## src/rtl/matrix_vec_mul_fx_pkg.sv

```systemverilog
// rtl/matrix_vec_mul_fx_pkg.sv - shared defaults, FSM encoding and width helpers
package matrix_vec_mul_fx_pkg;

  localparam int WORD_SIZE_DEF = 16;
  localparam int ADDRS_LEN_DEF = 7;

  typedef enum logic [1:0] {
    ST_IDLE = 2'd0,
    ST_MAC  = 2'd1,
    ST_NORM = 2'd2
  } state_t;

  // Wide enough that N full-scale products can never overflow.
  function automatic int acc_width(input int n, input int w);
    return 2 * w + $clog2(n);
  endfunction

  function automatic int q_width(input int w);
    return $clog2(w);
  endfunction

endpackage

```

## src/rtl/matrix_vec_mul_fx_normalize.sv

```systemverilog
// rtl/matrix_vec_mul_fx_normalize.sv - fx_normalize: leading-sign count, shift and saturate
module fx_normalize #(
  parameter int AW = 35,
  parameter int W  = 16,
  parameter int F  = 16,
  parameter int QW = 4
) (
  input  logic signed [AW-1:0] acc_i,
  output logic signed [W-1:0]  data_o,
  output logic [QW-1:0]        qi_o,
  output logic [QW-1:0]        qf_o
);

  int  red;
  int  k;
  int  qf;
  logic run;

  always_comb begin
    red = 0;
    run = 1'b1;
    for (int i = AW - 2; i >= 0; i--) begin
      if (run && (acc_i[i] == acc_i[AW-1])) red = red + 1;
      else run = 1'b0;
    end
    // Integer bits the value actually needs, sign excluded, never below zero.
    k = (AW - red) - 1 - F;
    if (k < 0) k = 0;
    qf = W - 1 - k;
    if (qf > F) qf = F;
    data_o = W'(acc_i >>> (F - qf));
    qf_o   = qf[QW-1:0];
    qi_o   = QW'(W - 1 - qf);
    if (k > W - 1) begin
      data_o = acc_i[AW-1] ? {1'b1, {(W-1){1'b0}}} : {1'b0, {(W-1){1'b1}}};
      qi_o   = QW'(W - 1);
      qf_o   = '0;
    end
  end

endmodule

```

## src/rtl/matrix_vec_mul_fx.sv

```systemverilog
// rtl/matrix_vec_mul_fx.sv - N x N fixed-point matrix-vector engine, one MAC per cycle
module matrix_vec_mul_fx
  import matrix_vec_mul_fx_pkg::*;
#(
  parameter int N         = 8,
  parameter int WORD_SIZE = WORD_SIZE_DEF,
  parameter int IN_QF     = 8,
  parameter int ADDRS_LEN = ADDRS_LEN_DEF,
  parameter int QW        = q_width(WORD_SIZE)
) (
  input  logic                        src_clk,
  input  logic                        rst,
  input  logic                        we,
  input  logic [ADDRS_LEN-1:0]        addr,
  input  logic signed [WORD_SIZE-1:0] data_wr,
  input  logic                        start,
  output logic                        busy,
  output logic                        out_valid,
  output logic signed [WORD_SIZE-1:0] out_data,
  output logic [QW-1:0]               out_qi,
  output logic [QW-1:0]               out_qf,
  output logic                        out_last
);

  localparam int AW = acc_width(N, WORD_SIZE);
  localparam int CW = $clog2(N);
  localparam logic [CW-1:0] LAST = CW'(N - 1);

  logic signed [WORD_SIZE-1:0] mat_q [N][N];
  logic signed [WORD_SIZE-1:0] vec_q [N];

  state_t                      state_q, state_d;
  logic [CW-1:0]               row_q, row_d, col_q, col_d;
  logic signed [AW-1:0]        acc_q, acc_d;
  logic                        valid_q, valid_d, last_q, last_d;
  logic signed [WORD_SIZE-1:0] data_q, data_d;
  logic [QW-1:0]               qi_q, qi_d, qf_q, qf_d;

  logic signed [2*WORD_SIZE-1:0] prod;
  logic signed [WORD_SIZE-1:0]   norm_data;
  logic [QW-1:0]                 norm_qi, norm_qf;
  logic                          idle_free;

  // The out_last cycle still counts as busy, so writes/start wait one more cycle.
  assign idle_free = (state_q == ST_IDLE) && !last_q;
  assign busy      = (state_q != ST_IDLE) || last_q;
  assign prod      = mat_q[row_q][col_q] * vec_q[col_q];

  always_ff @(posedge src_clk) begin
    if (we && idle_free) begin
      for (int r = 0; r < N; r++) begin
        for (int c = 0; c < N; c++) begin
          if (addr == ADDRS_LEN'(r * N + c)) mat_q[r][c] <= data_wr;
        end
      end
      for (int c = 0; c < N; c++) begin
        if (addr == ADDRS_LEN'(N * N + c)) vec_q[c] <= data_wr;
      end
    end
  end

  fx_normalize #(
    .AW (AW),
    .W  (WORD_SIZE),
    .F  (2 * IN_QF),
    .QW (QW)
  ) u_norm (
    .acc_i  (acc_q),
    .data_o (norm_data),
    .qi_o   (norm_qi),
    .qf_o   (norm_qf)
  );

  always_comb begin
    state_d = state_q;
    row_d   = row_q;
    col_d   = col_q;
    acc_d   = acc_q;
    valid_d = 1'b0;
    last_d  = 1'b0;
    data_d  = data_q;
    qi_d    = qi_q;
    qf_d    = qf_q;
    case (state_q)
      ST_IDLE: begin
        if (start && idle_free) begin
          state_d = ST_MAC;
          row_d   = '0;
          col_d   = '0;
          acc_d   = '0;
        end
      end
      ST_MAC: begin
        acc_d = acc_q + AW'(prod);
        if (col_q == LAST) state_d = ST_NORM;
        else col_d = col_q + 1'b1;
      end
      ST_NORM: begin
        data_d  = norm_data;
        qi_d    = norm_qi;
        qf_d    = norm_qf;
        valid_d = 1'b1;
        last_d  = (row_q == LAST);
        acc_d   = '0;
        col_d   = '0;
        if (row_q == LAST) begin
          state_d = ST_IDLE;
        end else begin
          state_d = ST_MAC;
          row_d   = row_q + 1'b1;
        end
      end
      default: state_d = ST_IDLE;
    endcase
  end

  always_ff @(posedge src_clk) begin
    if (rst) begin
      state_q <= ST_IDLE;
      row_q   <= '0;
      col_q   <= '0;
      acc_q   <= '0;
      valid_q <= 1'b0;
      last_q  <= 1'b0;
      data_q  <= '0;
      qi_q    <= '0;
      qf_q    <= '0;
    end else begin
      state_q <= state_d;
      row_q   <= row_d;
      col_q   <= col_d;
      acc_q   <= acc_d;
      valid_q <= valid_d;
      last_q  <= last_d;
      data_q  <= data_d;
      qi_q    <= qi_d;
      qf_q    <= qf_d;
    end
  end

  assign out_valid = valid_q;
  assign out_last  = last_q;
  assign out_data  = data_q;
  assign out_qi    = qi_q;
  assign out_qf    = qf_q;

endmodule
```

## config.mk

```make
export PLATFORM = sky130hd
export DESIGN_NAME = matrix_vec_mul_fx
export DESIGN_NICKNAME = d
export VERILOG_FILES = /design/src/rtl/matrix_vec_mul_fx_pkg.sv /design/src/rtl/matrix_vec_mul_fx_normalize.sv /design/src/rtl/matrix_vec_mul_fx.sv
export SDC_FILE = /design/constraint.sdc
export NUM_CORES = 2
export LEC_CHECK = 0
export ABC_CLOCK_PERIOD_IN_PS = 73000
export CORE_ASPECT_RATIO = 1.4
export CORE_MARGIN = 5
export CORE_UTILIZATION = 45
export CTS_CLUSTER_DIAMETER = 200
export DETAILED_ROUTE_END_ITERATION = 16
export PLACE_DENSITY = 0.72
export SYNTH_ARGS = -nofsm -noshare
export SYNTH_HDL_FRONTEND = slang
export SYNTH_SLANG_ARGS = --single-unit
export TNS_END_PERCENT = 10
```

## constraint.sdc

```tcl
create_clock -name src_clk -period 73 [get_ports src_clk]
set_clock_uncertainty 0.15 [all_clocks]
set_input_delay 7.3 -clock src_clk [delete_from_list [all_inputs] [get_ports src_clk]]
set_output_delay 7.3 -clock src_clk [all_outputs]
set_load 0.03 [all_outputs]
```

==> reports/qor.txt <==
======================================================================================
Run status .............................................................. finished, final reports clean
Peak fanout along the critical path .....................................           76
Fmax ....................................................................    36.20 MHz
Wire per inst ...........................................................     25.06 µm
Die extent in y .........................................................     461.6 µm
Hold-fix buffers at CTS .................................................            0
Filler instances ........................................................        11740
Number of global-route vias before repair ...............................        39890
Wire length of the first global-routing pass ............................    245300 µm
RSZ-0062 raised after global routing ....................................           no
Category of the worst setup path capture point ..........................    flip-flop
Via total after detailed routing ........................................        38160
Setup TNS ...............................................................         0 ns
Detailed-route wire length ..............................................    162400 µm
Share of Yosys cell area claimed by the top area cell type ..............       52.78%
Final ANT Viol Nets .....................................................            0
Cell chosen for the clock root .......................................... sky130_fd_sc_hd__clkbuf_16
Total die area ..........................................................   153500 µm²
Endpoint arrival time on the critical path ..............................     28.11 ns
DRT iter0 DRCs ..........................................................         3631
Final Wtd Congestion ....................................................       0.8968
Number of iterations in the first detailed-routing pass .................            6
DRC Markers .............................................................            0
Number of distinct library cells after synthesis ........................          110
Path type of the worst setup path ....................................... flip-flop to flip-flop
Core box area ...........................................................   144700 µm²
Critical Path Source Type ...............................................    flip-flop
Layout net count ........................................................         4954
Row count ...............................................................          165
Post-route fraction of the period consumed by the critical path .........       37.84%
Number of antenna violations at the first check in global routing .......            2
Final number of max-transition violations ...............................            0
Overall die width .......................................................     332.6 µm
H-tree levels ...........................................................            3
Final setup violating endpoints .........................................            0
Count of max-cap constraint violations ..................................            0
Vias per inst ...........................................................        5.888
Required time of the critical path ......................................     73.48 ns
Most frequently used cell type in the post-synthesis netlist ............ sky130_fd_sc_hd__edfxtp_1
Cell with the most instances on the worst path .......................... sky130_fd_sc_hd__ha_1
Residual overflow from global routing ...................................            0
Clock insertion delay at the later pin of the skew report ...............      0.75 ns
Seq/Total Area, Yosys ...................................................       55.07%
Library cell contributing the largest single delay on the critical path . sky130_fd_sc_hd__buf_4
Initial core utilization ................................................       45.29%
Cell type contributing the most total cell area after synthesis ......... sky130_fd_sc_hd__edfxtp_1
Post-Synthesis Cell Area ................................................    65550 µm²
Max Buffers Root-to-Sink ................................................            3
Average cell area after synthesis .......................................    14.95 µm²
Gates resized, CTS repair ...............................................            0
Estimated wirelength of the detail-placed design ........................    107500 µm
Clock slew at the register clock pins of the worst setup and hold paths .      0.07 ns
Cell types with the largest area share after synthesis .................. sky130_fd_sc_hd__edfxtp_1 (53%), sky130_fd_sc_hd__mux4_2 (13%), sky130_fd_sc_hd__fa_1 (9.5%)
Synthesized instance count ..............................................         4385
Setup Buffers After CTS .................................................            0
Count of clock tree sinks ...............................................         1227
Number of synthesized register bits .....................................         1227
Relative slew margins ...................................................       14.54%
Layout area overhead ....................................................       10.07%
Num CTS Buffers .........................................................          111
Fraction of layout cells with a size suffix above 1 .....................       17.50%
Largest net degree at the start of global routing .......................           81
Final Hold Vio Count ....................................................            0
Number of warnings printed during yosys synthesis .......................            0
Top Ports ...............................................................           54
Slew @ Worst Pin ........................................................     1.282 ns
Port Buf Inserts ........................................................           53
Slowest stage delay, CP .................................................      0.71 ns
Min Clock Period, post-route ............................................     27.63 ns
Type of the most critical hold path ..................................... flip-flop to flip-flop
Clock tree from TritonCTS ...............................................          yes
GR Util All Layers ......................................................       20.99%
Primary FF master, synth ................................................ sky130_fd_sc_hd__edfxtp_1
Post-synthesis async set-or-reset flop share ............................           0%
Number of enable-type register cells in the synthesized netlist .........         1152
Most numerous cell types in the synthesized netlist ..................... sky130_fd_sc_hd__edfxtp_1 (1152), sky130_fd_sc_hd__mux4_2 (365), sky130_fd_sc_hd__nor2_1 (343)
======================================================================================
-- per-layer routing --
| metal | share of wire (%) | vias up | global-route usage, % |
|---|---|---|---|
| met2 | 55 | 1452 | 40.01 |
| met5 | 0.0080 | - | 0 |
| met1 | 35 | 19810 | 23.38 |
| li1 | - | 16520 | - |
| met3 | 5.5 | 380 | 2.866 |
| met4 | 5.0 | 2 | 9.158 |
-- worst max-delay path: cells and delay by family, from the launching register on --
kind,cells,cell delay [ns]
buffers and inverters,10,1.99
AOI/OAI and AO/OA,42,8.05
and+or+nand+nor,25,4.10
adders and majority gates,34,10.48
DFF,1,0.48
muxes,11,2.18
-- cell usage in the layout, fill, tap and decap left out, drive strengths merged, types with 110 or more instances in the layout --
| cell type | count |
|---|---|
| a21oi | 110 |
| buf | 151 |
| clkbuf | 125 |
| edfxtp | 1152 |
| fa | 310 |
| ha | 145 |
| inv | 340 |
| mux4 | 366 |
| nand2 | 313 |
| nor2 | 345 |
| xnor2 | 110 |
-- final cells by class --
type                    instances  area, µm²  area share [%]
flip-flops and latches       1227      36120           50.06
inverters                     334       1254           1.738
well taps                    1920       2402           3.330
clock inverters                75      659.4          0.9139
multi-input cells            2611      27400           37.97
clock buffers                 125       2830           3.923
diodes                          2      5.005        0.006936
repair buffers                187       1489           2.064
-- flip-flops by register name (all words and copies together) (netlist names), named ones only --
name       count
out_data      16
row_q          3
mat_q       1024
out_last       1
out_qi         4
vec_q        128
out_valid      1
col_q          3
state_q        2
acc_q         35
out_qf         4
-- logic make-up after synthesis --
| family | Yosys count | synth area share [%] |
|---|---|---|
| AOI/OAI and AO/OA | 508 | 5.352 |
| xor gates and xnor gates | 167 | 2.670 |
| adders and majority gates | 456 | 12.25 |
| buffers and inverters | 548 | 3.224 |
| DFF | 1227 | 55.07 |
| muxes | 484 | 14.50 |
| other | 2 | 0.01146 |
| and+or+nand+nor | 993 | 6.927 |
-- stage by stage --
| step | hold slack [ns] | utilization [%] | area, µm² | std cells | setup WS (ns) |
|---|---|---|---|---|---|
| after CTS | 0.3484 | 49.85 | 72150 | 6479 | 45.73 |
| after floorplan | 0.2996 | - | 65550 | 4386 | 48.13 |
| after detailed placement | 0.3332 | 47.44 | 68660 | 6279 | 45.82 |
| final | 0.3355 | 49.86 | 72150 | 6481 | 45.38 |
| after global placement | 0.3223 | 47.44 | 68660 | 6279 | 46.46 |
| after global routing | 0.3632 | 49.85 | 72150 | 6479 | 43.24 |
-- worst paths after layout --
| check | cells past startpoint | to | slack [ns] | startpoint |
|---|---|---|---|---|
| hold reg to reg | 2 | out_qf[2] | 0.34 | out_qf[2] |
| setup reg to reg | 122 | out_data[8] | 45.38 | acc_q[34] |
| hold / removal | 2 | out_qf[2] | 0.34 | out_qf[2] |
| setup / recovery | 122 | out_data[8] | 45.38 | acc_q[34] |
Power is left out: the tool's default activity adds up to more than one toggle a clock period on the data nets, which glitch-free logic cannot reach.
